### src/rtl/sr_iter_if.sv
// Request/response bundle for the iterative right shifter: operand, amount and
// mode toward the shifter, result and status back to the requester.
interface sr_iter_if;
    logic        start;
    logic [31:0] data_in;
    logic [4:0]  shamt;
    logic        arith;
    logic [31:0] result;
    logic        busy;
    logic        done;

    modport master (
        output start, data_in, shamt, arith,
        input  result, busy, done
    );

    modport slave (
        input  start, data_in, shamt, arith,
        output result, busy, done
    );
endinterface

### src/rtl/sr_iter.sv
// Multi-cycle 32-bit right shifter: five conditional stages (16, 8, 4, 2, 1),
// one per clock, then a one-cycle done pulse with the result held afterwards.
module sr_iter (
    input  logic      clock,
    input  logic      resetn,
    sr_iter_if.slave  bus
);

    localparam logic [1:0] IDLE  = 2'd0;
    localparam logic [1:0] SHIFT = 2'd1;
    localparam logic [1:0] DONE  = 2'd2;

    logic [1:0]  state_q, state_d;
    logic [31:0] w_q, w_d;
    logic [4:0]  s_q, s_d;
    logic        f_q, f_d;
    logic [2:0]  k_q, k_d;

    logic [4:0]  stage_amt;
    logic [31:0] stage_out;

    // One stage shifts by 2^k; vacated upper bits take the fill bit captured at acceptance.
    always_comb begin
        stage_amt = 5'd1 << k_q;
        stage_out = (w_q >> stage_amt) | ({32{f_q}} & ~(32'hFFFF_FFFF >> stage_amt));
    end

    always_comb begin
        // NOTE: every next-state signal gets a default before the case so no latch is inferred.
        state_d = state_q;
        w_d     = w_q;
        s_d     = s_q;
        f_d     = f_q;
        k_d     = k_q;

        case (state_q)
            IDLE: begin
                if (bus.start) begin
                    w_d     = bus.data_in;
                    s_d     = bus.shamt;
                    f_d     = bus.arith & bus.data_in[31];
                    k_d     = 3'd4;
                    state_d = SHIFT;
                end
            end
            SHIFT: begin
                if (s_q[k_q]) begin
                    w_d = stage_out;
                end
                // All five stages always run, even for a zero amount, so latency is fixed.
                if (k_q == 3'd0) begin
                    state_d = DONE;
                end else begin
                    k_d = k_q - 3'd1;
                end
            end
            DONE: begin
                state_d = IDLE;
            end
            default: begin
                state_d = IDLE;
            end
        endcase
    end

    always_ff @(posedge clock) begin
        // NOTE: sequential state uses non-blocking assignments so all registers update together.
        if (!resetn) begin
            state_q <= IDLE;
            w_q     <= '0;
            s_q     <= '0;
            f_q     <= 1'b0;
            k_q     <= '0;
        end else begin
            state_q <= state_d;
            w_q     <= w_d;
            s_q     <= s_d;
            f_q     <= f_d;
            k_q     <= k_d;
        end
    end

    assign bus.result = w_q;
    assign bus.busy   = (state_q != IDLE);
    assign bus.done   = (state_q == DONE);

endmodule

### src/flat_wrapper.sv
// flat-port wrapper written by rule: the top's interface ports become plain ports
module sr_iter_flat 
  (clock, resetn, bus_start, bus_data_in, bus_shamt, bus_arith, bus_result, bus_busy, bus_done);
  sr_iter_if bus_i ();
  input  logic clock;
  input  logic resetn;
  input wire logic [$bits(bus_i.start)-1:0] bus_start;
  input wire logic [$bits(bus_i.data_in)-1:0] bus_data_in;
  input wire logic [$bits(bus_i.shamt)-1:0] bus_shamt;
  input wire logic [$bits(bus_i.arith)-1:0] bus_arith;
  output wire logic [$bits(bus_i.result)-1:0] bus_result;
  output wire logic [$bits(bus_i.busy)-1:0] bus_busy;
  output wire logic [$bits(bus_i.done)-1:0] bus_done;
  assign bus_i.start = bus_start;
  assign bus_i.data_in = bus_data_in;
  assign bus_i.shamt = bus_shamt;
  assign bus_i.arith = bus_arith;
  assign bus_result = bus_i.result;
  assign bus_busy = bus_i.busy;
  assign bus_done = bus_i.done;
  sr_iter u_core (.clock(clock), .resetn(resetn), .bus(bus_i));
endmodule
### config.mk
export PLATFORM = sky130hd
export DESIGN_NAME = sr_iter_flat
export DESIGN_NICKNAME = d
export VERILOG_FILES = /design/src/rtl/sr_iter_if.sv /design/src/rtl/sr_iter.sv /design/src/flat_wrapper.sv
export SDC_FILE = /design/constraint.sdc
export NUM_CORES = 1
export LEC_CHECK = 0
export ABC_AREA = 1
export BUFFER_PORTS_ARGS = -buffer_cell sky130_fd_sc_hd__buf_2
export CAP_MARGIN = 20
export CORE_MARGIN = 1
export CORE_UTILIZATION = 49
export DETAILED_ROUTE_END_ITERATION = 16
export PLACE_DENSITY = 0.72
export SLEW_MARGIN = 20
export SYNTH_ARGS = -nofsm -noshare
export SYNTH_HDL_FRONTEND = slang
export SYNTH_SLANG_ARGS = --single-unit
### constraint.sdc
create_clock -name clock -period 2.1 [get_ports clock]
set_input_delay 0.63 -clock clock [delete_from_list [all_inputs] [get_ports clock]]
set_output_delay 0.63 -clock clock [all_outputs]
set_load 0.01 [all_outputs]
==> results of run 1 <==
==> power breakdown <==
| group | internal (mW) | leakage (nW) | switching, mW |
|---|---|---|---|
| combinational | 0.576 | 1.87 | 1.10 |
| sequential | 0.913 | 0.356 | 0.0869 |
| clock | 0.259 | 0.0470 | 0.309 |
==> state kept, by name, summed over array words and instances, names as in the netlist <==
| signal | cells |
|---|---|
| u_core.bus.result | 32 |
| u_core.s_q | 5 |
| u_core.k_q | 3 |
| u_core.state_q | 2 |
| u_core.f_q | 1 |
==> layout make-up <==
cell class,instances,area share
well taps,102,0.0281
repair buffers,99,0.134
clock buffers,6,0.0182
clock inverters,1,0.00110
flip-flops and latches,43,0.189
inverters,51,0.0443
multi-input cells,564,0.585
==> what timing repair did <==
action,CTS,global route
endpoints found under the setup margin,0,30
hold buffers,0,0
setup buffers,0,0
resized for setup,0,10
==> placed cells by master (no fill, tap or decap), types with 2 or more instances in the layout <==
cell type	n
nand2_1	213
nand3_1	144
buf_2	74
nor2_1	68
a21oi_1	46
dfxtp_1	43
inv_1	39
o21ai_0	36
buf_4	21
nand4_1	10
inv_2	8
or2_2	8
clkbuf_8	6
nand3_2	5
buf_12	4
nand2_2	3
a31oi_1	3
o22ai_1	3
nor2_2	2
nand2_4	2
inv_4	2
o21ai_1	2
o31ai_1	2
a211oi_1	2
o21bai_1	2
a21oi_2	2
ha_1	2
ha_2	2
==> cells in the mapped netlist (2+ instances only) <==
cell and instances:
inv_1 41, nor2_1 70, buf_6 7, clkbuf_1 10, buf_2 15, a21oi_1 46
o22ai_1 3, dfxtp_1 43, ha_1 5, nand3_2 5, a211oi_1 2, or2_2 8
nand2_4 2, o21bai_1 2, o21ai_1 2, nand2_2 2, buf_4 6, nand2_1 214
a31oi_1 3, nand3_1 144, o21ai_0 36, o31ai_1 2, nand4_1 10, a21oi_2 2
inv_2 7, buf_1 3
==> through the flow <==
step | power, mW | hold WS (ns)
4_1_cts | 3.21 | 0.491
3_5_place_dp | 2.65 | 0.476
2_1_floorplan | 2.18 | 0.455
5_1_grt | 3.50 | 0.513
3_3_place_gp | 2.64 | 0.467
6_report | 3.25 | 0.491
==> per-layer routing <==
metal  vias up  GRT usage  share of wire
li1       2428          -              -
met1      2232      0.450           0.43
met2       225      0.561           0.46
met3        43     0.0448          0.065
met4         0      0.156          0.038
met5         -          0              0
==> worst register-to-register path: stages (launching register included) <==
cell,delay [ns]
dfxtp_1,0.35
buf_4,0.15
ha_2,0.22
nand2_2,0.09
inv_2,0.08
buf_12,0.18
nand3_1,0.12
nand2_2,0.12
nand2_1,0.11
nand2_1,0.10
nand3_1,0.12
nand2_1,0.09
nand2_1,0.06
a21oi_1,0.12
==> cell families after synthesis <==
kind of cell,count (synthesis)
AOI/OAI and AO/OA,100
buffers and inverters,93
adders and majority gates,5
and+or+nand+nor,459
DFF,43
==> how the worst min path moves through the flow <==
| stage | slack (ns) | startpoint | endpoint | depth (start not counted) |
|---|---|---|---|---|
| 3_5_place_dp | 0.48 | u_core.s_q[0] | u_core.s_q[0] | 2 |
| 4_1_cts | 0.49 | u_core.bus.result[19] | u_core.bus.result[19] | 2 |
| 2_1_floorplan | 0.46 | u_core.s_q[0] | u_core.s_q[0] | 2 |
| 6_report | 0.49 | u_core.bus.result[11] | u_core.bus.result[11] | 2 |
| 5_1_grt | 0.51 | u_core.s_q[0] | u_core.s_q[0] | 2 |
| 3_3_place_gp | 0.47 | u_core.bus.result[19] | u_core.bus.result[19] | 2 |
==> qor.yml, run 1 <==
outcome: "complete, no violations"
dieArea_um2: 8440
max_freq_ghz: 0.509
slew_headroom: 0.699
initial_core_util: 0.510
ctsRootBufferMaster: "clkbuf_8"
cts_tree: "built"
cts-htree-levels: 2
final_max_slew_viol_count: 0
die_y_um: 91.9
numPortBuffers: 74
grt_max_degree: 35
p_leak_nw: 2.27
grt_use_total: 0.344
hpwlAfterDp_um: 10700
synthSimpleGateAreaFrac: 0.513
dpl_cell_area_um2: 4430
clk_pin_slew_ns: 0.09
cp_common_cell: "nand2_1"
via_count: 4928
reg2reg_depth: 13
worst_pin_slew_ns: 0.449
cp-endpoint: "u_core.bus.result[4]"
clock_sinks: 43
drv_cap: 0
synthArstFlopShare: 0
grt_overflow: 0
synth-compound-area-share: 0.137
worstPathBufferInverterCount: 3
worst-r2r-setup-slack_ns: 0.14
final_cells: 866
synth-seq-cells: 43
synthesis.nets: 746
synth_top_cell_by_area: "dfxtp_1"
dp.cells: 859
post-place-ws_ns: 0.0724
r2r-start: "u_core.k_q[0]"
drt_wl_total_um: 14200
ys_seq_area_frac: 0.217
crit_required_ns: 2.34
clock_path_buffers: 2
coreArea_um2: 7770
startpoint_type: "flop"
synth_top_family_by_area: "simple AND/OR/NAND/NOR gates"
critical_path_arrival_ns: 2.20
area_growth_pct: 14.9
insertedDiodeCount: 0
wire_per_inst_um: 16.4
critPathMaxStageDelay_ns: 0.35
rsz0062_at_grt: "no"
powerDensity_nw_per_um2: 714
synth_edf_count: 0
fin_nets: 810
avgSynthCellArea_um2: 5.66
synthFlopType: "dfxtp_1"
critPathTopFamily: "simple AND/OR/NAND/NOR gates"
setup_viol: 0
antenna_found_initial: 0
ys_top_cells_by_area: "dfxtp_1 22%, nand2_1 20%, nand3_1 18%, nor2_1 6.6%, a21oi_1 5.8%"
finalWeightedCongestion: 1.01
pin_count: 75
synth_area_um2: 3960
drt_iter0_markers: 385
ys_types: 36
hold_viol_final: 0
synth_fa_ha_area_frac: 0.0158
fin_ws_ns: 0.137
crit_start: "u_core.k_q[0]"
drc_errors: 0
crit_type: "flop to flop"
drtAntennaViolNets: 0
clock_skew_ns: 0.0129
die_w_um: 91.9
final_util: 0.585
regArea_um2: 861
via_per_inst: 5.69
drive_gt1_frac: 0.192
vdd_drop_max_v: 0.000402
crit_slowest_cell: "dfxtp_1"
final_area_um2: 4550
fin_crit_sh: 0.935
fillers: 843
netlist.area_leader.share: 0.217
path_max_fanout: 28
hold_class: "flop to flop"
synth_cells: 700
grt_pass1_vias: 4533
cp_num_cells: 13
multi_input_area_um2: 2660
insertion_delay_ns: 0.31
grt_first_pass_wirelength_um: 22800
fin_crit_ns: 1.96
drt_pass1_iterations: 5
synth.area.mux_share: 0
path_cells: "buf_4 > ha_2 > nand2_2 > inv_2 > buf_12 > nand3_1 > nand2_2 > nand2_1 > nand2_1 > nand3_1 > nand2_1 > nand2_1 > a21oi_1"
end_kind: "flop"
synth_warnings: 0
cts_buffers: 5
r2r_end: "u_core.bus.result[4]"
yosys.area_share.xor_xnor: 0
fin_setup_tns_ns: 0
core.rowCount: 32
No activity file was read; power rests on OpenSTA's default activity.
==> run 2, diff against run 1 <==
--- a/config.mk
+++ b/config.mk
@@ -8,6 +8,7 @@
 export ABC_AREA = 1
 export BUFFER_PORTS_ARGS = -buffer_cell sky130_fd_sc_hd__buf_2
 export CAP_MARGIN = 20
+export CORE_ASPECT_RATIO = 1.75
 export CORE_MARGIN = 1
 export CORE_UTILIZATION = 49
 export DETAILED_ROUTE_END_ITERATION = 16
==> qor.yml, run 2 (synthesis gave the netlist of run 1 again) <==
hold_depth: 2  # unchanged
hold_viol_final: 0  # unchanged
dieArea_um2: 8460  # +0.16%
p_leak_nw: 2.40  # +5.9%
ctsRootBufferMaster: "clkbuf_16"
hpwlAfterDp_um: 11700  # +9.0%
cts_tree: "built"
insertedDiodeCount: 0  # unchanged
clock_path_buffers: 2  # unchanged
fillers: 805  # -4.5%
final_cells: 866  # unchanged
core.rowCount: 43  # +34%
via_count: 5137  # +4.2%
fin_setup_tns_ns: 0  # unchanged
grt_pass1_vias: 4682  # +3.3%
layout_common_cells: "214 x nand2_1, 143 x nand3_1, 74 x buf_2, 69 x nor2_1, 46 x a21oi_1"
fin_crit_ns: 1.98  # +0.0217 ns
grt_overflow: 0  # unchanged
grt_max_degree: 37  # +5.7%
top_layer_used: "met4"
critical_path_arrival_ns: 2.21  # about the same
crit_required_ns: 2.32  # -0.02 ns
power.total_mw: 3.83  # +18%
grt_first_pass_wirelength_um: 23900  # +4.7%
dp.cells: 851  # -0.93%
initial_core_util: 0.504  # -0.00568
setup_viol: 0  # unchanged
final_max_slew_viol_count: 0  # unchanged
whs_ns: 0.477  # -0.0142 ns
reg2reg_depth: 14  # +1
holdPathEnd: "u_core.bus.result[11]"
drc_errors: 0  # unchanged
drive_gt1_frac: 0.202  # +0.00991
end_kind: "flop"
routed-wl-met3_um: 905  # -1.5%
largest_reg_flops: 32  # unchanged
grt_use_total: 0.364  # +0.0204
drt_iter0_markers: 489  # +27%
cts-htree-levels: 2  # unchanged
clk_pin_slew_ns: 0.06  # -0.03 ns
dpl_cell_area_um2: 4500  # +1.5%
rsz0062_at_grt: "no"
final_common_cell: "nand2_1"
die_y_um: 121  # +32%
hold_class: "flop to flop"
drt_pass1_iterations: 5  # unchanged
area_growth_pct: 21.5
coreArea_um2: 7860  # +1.1%
wire_per_inst_um: 18.1  # +9.9%
finalWeightedCongestion: 0.999  # -0.99%
via_per_inst: 5.93  # +4.2%
drv_cap: 0  # unchanged
fin_crit_sh: 0.945  # +0.0103
fin_nets: 821  # +1.4%
worst_pin_slew_ns: 0.419  # -0.0300 ns
multi_input_area_um2: 2680  # +0.75%
final_util: 0.612  # +0.0271
pin_count: 75  # unchanged
post-place-ws_ns: 0.0680  # -0.00446 ns
r2r_end: "u_core.bus.result[20]"
die_w_um: 69.9  # -24%
fin_ws_ns: 0.116  # -0.0217 ns
powerDensity_nw_per_um2: 795  # +11%
cts_buffers: 5  # unchanged
regArea_um2: 861  # unchanged
route.met2.wl_um: 7990  # +21%
antenna_found_initial: 0  # unchanged
drt_wl_total_um: 15700  # +9.9%
final_area_um2: 4810  # +5.8%
path_max_fanout: 14  # -50%
max_freq_ghz: 0.504  # -1.1%
insertion_delay_ns: 0.29  # -0.02 ns
numPortBuffers: 74  # unchanged
slew_headroom: 0.720  # +0.0215
clock_sinks: 43  # unchanged
clock_skew_ns: 0.00349  # -0.00940 ns
worst-r2r-setup-slack_ns: 0.12  # -0.02 ns
vdd_drop_max_v: 0.000479  # +19%
drtAntennaViolNets: 0  # unchanged
outcome: "complete, no violations"
min_from: "u_core.bus.result[11]"
r2r-start: "u_core.k_q[1]"
startpoint_type: "flop"
crit_type: "flop to flop"
wl_met1_um: 5710  # -7.7%
[run 2: area by class of cell]
class                      instances  share of cell area
clock buffer                       6              0.0268
sequential                        43               0.179
clock inverter                     2              0.0125
tap                               90              0.0234
multi-input combinational        564               0.557
inverter                          51              0.0419
timing repair buffer             110               0.159
[run 2: worst max path at each step]
stage                   from                     to  slack, ns  cells after the start
5_1_grt        u_core.k_q[1]   u_core.bus.result[6]      0.004                     15
3_5_place_dp   u_core.k_q[0]   u_core.bus.result[4]       0.07                     13
6_report       u_core.k_q[1]  u_core.bus.result[20]       0.12                     14
3_3_place_gp   u_core.k_q[0]  u_core.bus.result[17]       0.10                     13
2_1_floorplan  u_core.k_q[1]   u_core.bus.result[2]       0.23                     13
4_1_cts        u_core.k_q[0]   u_core.bus.result[4]       0.04                     13
[run 2: where the power goes]
| group | internal (mW) | switching, mW |
|---|---|---|
| combinational | 0.643 | 1.15 |
| sequential | 0.914 | 0.0958 |
| clock | 0.683 | 0.340 |
[run 2: layer usage]
metal,vias up,global-route usage
li1,2456,-
met3,66,0.0307
met4,0,0.226
met2,251,0.644
met1,2364,0.417
met5,-,0
[run 2: repair_timing]
item,in CTS,in global routing
endpoints found under the setup margin,0,26
gates resized for setup,0,14
hold buffers,0,0
setup buffers,0,6
endpoints found under the hold margin,0,0
[run 2: worst max-delay path, stage by stage, from the launching register on]
cell	delay [ns]
dfxtp_1	0.33
inv_2	0.09
buf_4	0.13
ha_4	0.16
nand2_4	0.09
inv_4	0.11
buf_12	0.16
nand3_1	0.09
nand2_1	0.14
nand2_1	0.10
nand2_1	0.10
nand3_1	0.10
nand2_1	0.14
nand2_1	0.07
a21oi_1	0.11
==> run 3, diff against run 2 <==
--- a/config.mk
+++ b/config.mk
@@ -8,11 +8,13 @@
 export ABC_AREA = 1
 export BUFFER_PORTS_ARGS = -buffer_cell sky130_fd_sc_hd__buf_2
 export CAP_MARGIN = 20
+export CELL_PAD_IN_SITES_DETAIL_PLACEMENT = 1
+export CELL_PAD_IN_SITES_GLOBAL_PLACEMENT = 2
 export CORE_ASPECT_RATIO = 1.75
 export CORE_MARGIN = 1
-export CORE_UTILIZATION = 49
+export CORE_UTILIZATION = 28
 export DETAILED_ROUTE_END_ITERATION = 16
-export PLACE_DENSITY = 0.72
+export PLACE_DENSITY_LB_ADDON = 0.1
 export SLEW_MARGIN = 20
 export SYNTH_ARGS = -nofsm -noshare
 export SYNTH_HDL_FRONTEND = slang
==> qor.yml, run 3 (synthesis gave the netlist of run 1 again) <==
outcome: "complete, no violations"
area_growth_pct: 24.1
hold_class: "flop to flop"
fin_crit_ns: 2.00  # +0.0154 ns
insertedDiodeCount: 0  # unchanged
final_max_slew_viol_count: 0  # unchanged
largest_reg_flops: 32  # unchanged
p_leak_nw: 2.40  # -0.26%
drt_wl_total_um: 18700  # +19%
cp_num_cells: 12  # -2
fin_ws_ns: 0.100  # -0.0154 ns
drtAntennaViolNets: 0  # unchanged
pin_count: 75  # unchanged
crit_type: "flop to flop"
final_common_cell: "nand2_1"
max_freq_ghz: 0.500  # -0.77%
critical_path_arrival_ns: 2.18  # -0.03 ns
cts_tree: "built"
path_max_fanout: 25  # +11
drt_pass1_iterations: 5  # unchanged
regArea_um2: 861  # unchanged
slew_headroom: 0.764  # +0.0434
grt_pass1_vias: 5368  # +15%
vdd_drop_max_v: 0.000339  # -29%
worstPathBufferInverterCount: 3  # -1
fin_crit_sh: 0.952  # +0.00734
fin_nets: 829  # +0.97%
ctsRootBufferMaster: "clkbuf_16"
grt_max_degree: 41  # +11%
setup_viol: 0  # unchanged
drive_gt1_frac: 0.223  # +0.0209
powerDensity_nw_per_um2: 762  # -4.2%
hold_viol_final: 0  # unchanged
end_kind: "flop"
cts-htree-levels: 2  # unchanged
insertion_delay_ns: 0.30  # about the same
grt_first_pass_wirelength_um: 29100  # +22%
wire_per_inst_um: 19.5  # +7.7%
cp_common_cell: "nand2_1"
die_w_um: 91.9  # +31%
drc_errors: 0  # unchanged
crit_slowest_cell: "dfxtp_1"
multi_input_area_um2: 2710  # +0.93%
path_cells: "buf_4 > ha_4 > nand2_4 > inv_4 > buf_12 > nand2_1 > nand2_1 > nand2_1 > nand3_1 > nand2_1 > nand2_1 > a21oi_1"
startpoint_type: "flop"
dieArea_um2: 14600  # +73%
reg2reg_depth: 12  # -2
drv_cap: 0  # unchanged
clock_skew_ns: 0.00576  # +0.00228 ns
hpwlAfterDp_um: 14800  # +26%
clock_sinks: 43  # unchanged
drt_iter0_markers: 233  # -52%
critPathMaxStageDelay_ns: 0.35  # +0.02 ns
die_y_um: 159  # +32%
via_per_inst: 5.33  # -10%
fillers: 1911  # +140%
critPathTopFamily: "simple AND/OR/NAND/NOR gates"
worst_pin_slew_ns: 0.353  # -0.0656 ns
final_util: 0.355  # -0.257
layout_common_cells: "209 x nand2_1, 141 x nand3_1, 74 x buf_2, 68 x nor2_1, 46 x a21oi_1"
coreArea_um2: 13800  # +76%
initial_core_util: 0.286  # -0.218
via_count: 5118  # -0.37%
core.rowCount: 57  # +33%
clock_path_buffers: 2  # unchanged
numPortBuffers: 74  # unchanged
cts_hold_buffers: 0  # unchanged
clk_pin_slew_ns: 0.07  # about the same
cts_buffers: 5  # unchanged
crit_required_ns: 2.28  # -0.04 ns
post-place-ws_ns: -0.0750  # -0.143 ns
hold_depth: 2  # unchanged
antenna_found_initial: 0  # unchanged
grt_overflow: 0  # unchanged
rsz0062_at_grt: "yes"
finalWeightedCongestion: 0.906  # -9.4%
grt_use_total: 0.260  # -0.104
[run 3: power by group]
group	total, mW	switching, mW	internal (mW)
clock	0.873	0.395	0.478
combinational	1.85	1.21	0.641
sequential	1.02	0.105	0.913
total	3.74	1.71	2.03
[run 3: layer usage]
metal  share of wire  global-route usage
met4           0.052               0.126
met1            0.38               0.289
met5               0                   0
met3           0.031              0.0272
met2            0.53               0.481
[run 3: worst paths after layout]
path	to	slack (ns)	from
min	u_core.bus.result[2]	0.49	u_core.bus.result[2]
max	u_core.bus.result[18]	0.10	u_core.k_q[1]
max reg2reg	u_core.bus.result[18]	0.10	u_core.k_q[1]
min reg2reg	u_core.bus.result[2]	0.49	u_core.bus.result[2]
[run 3: final cells by class]
type	count	share of cell area
sequential	43	0.175
inverter	51	0.0415
clock buffer	6	0.0283
clock inverter	2	0.00331
timing repair buffer	118	0.156
tap	177	0.0451
multi-input combinational	564	0.551
[run 3: stage by stage]
step / setup TNS [ns] / total power, mW / std cells / cell area, um2 / hold WS (ns)
after floorplan: 0 / 2.18 / 700 / 3960 / 0.455
after global placement: -0.0101 / 2.80 / 945 / 4620 / 0.468
after detailed placement: -0.174 / 2.83 / 945 / 4620 / 0.485
after CTS: -0.00882 / 3.73 / 953 / 4800 / 0.496
after global routing: -0.0105 / 4.01 / 961 / 4910 / 0.521
final: 0 / 3.74 / 961 / 4910 / 0.491
[run 3: timing repair]
action,in CTS,in global routing
setup buffers,0,8
resized for setup,5,18
pin swaps,0,3
cloned,0,0
setup endpoints to repair,10,22
[run 3: worst min-delay path: cells and delay by family (launching register included)]
kind            cells  cell delay (ns)
flops               1             0.32
compound gates      1             0.06
simple gates        1             0.07
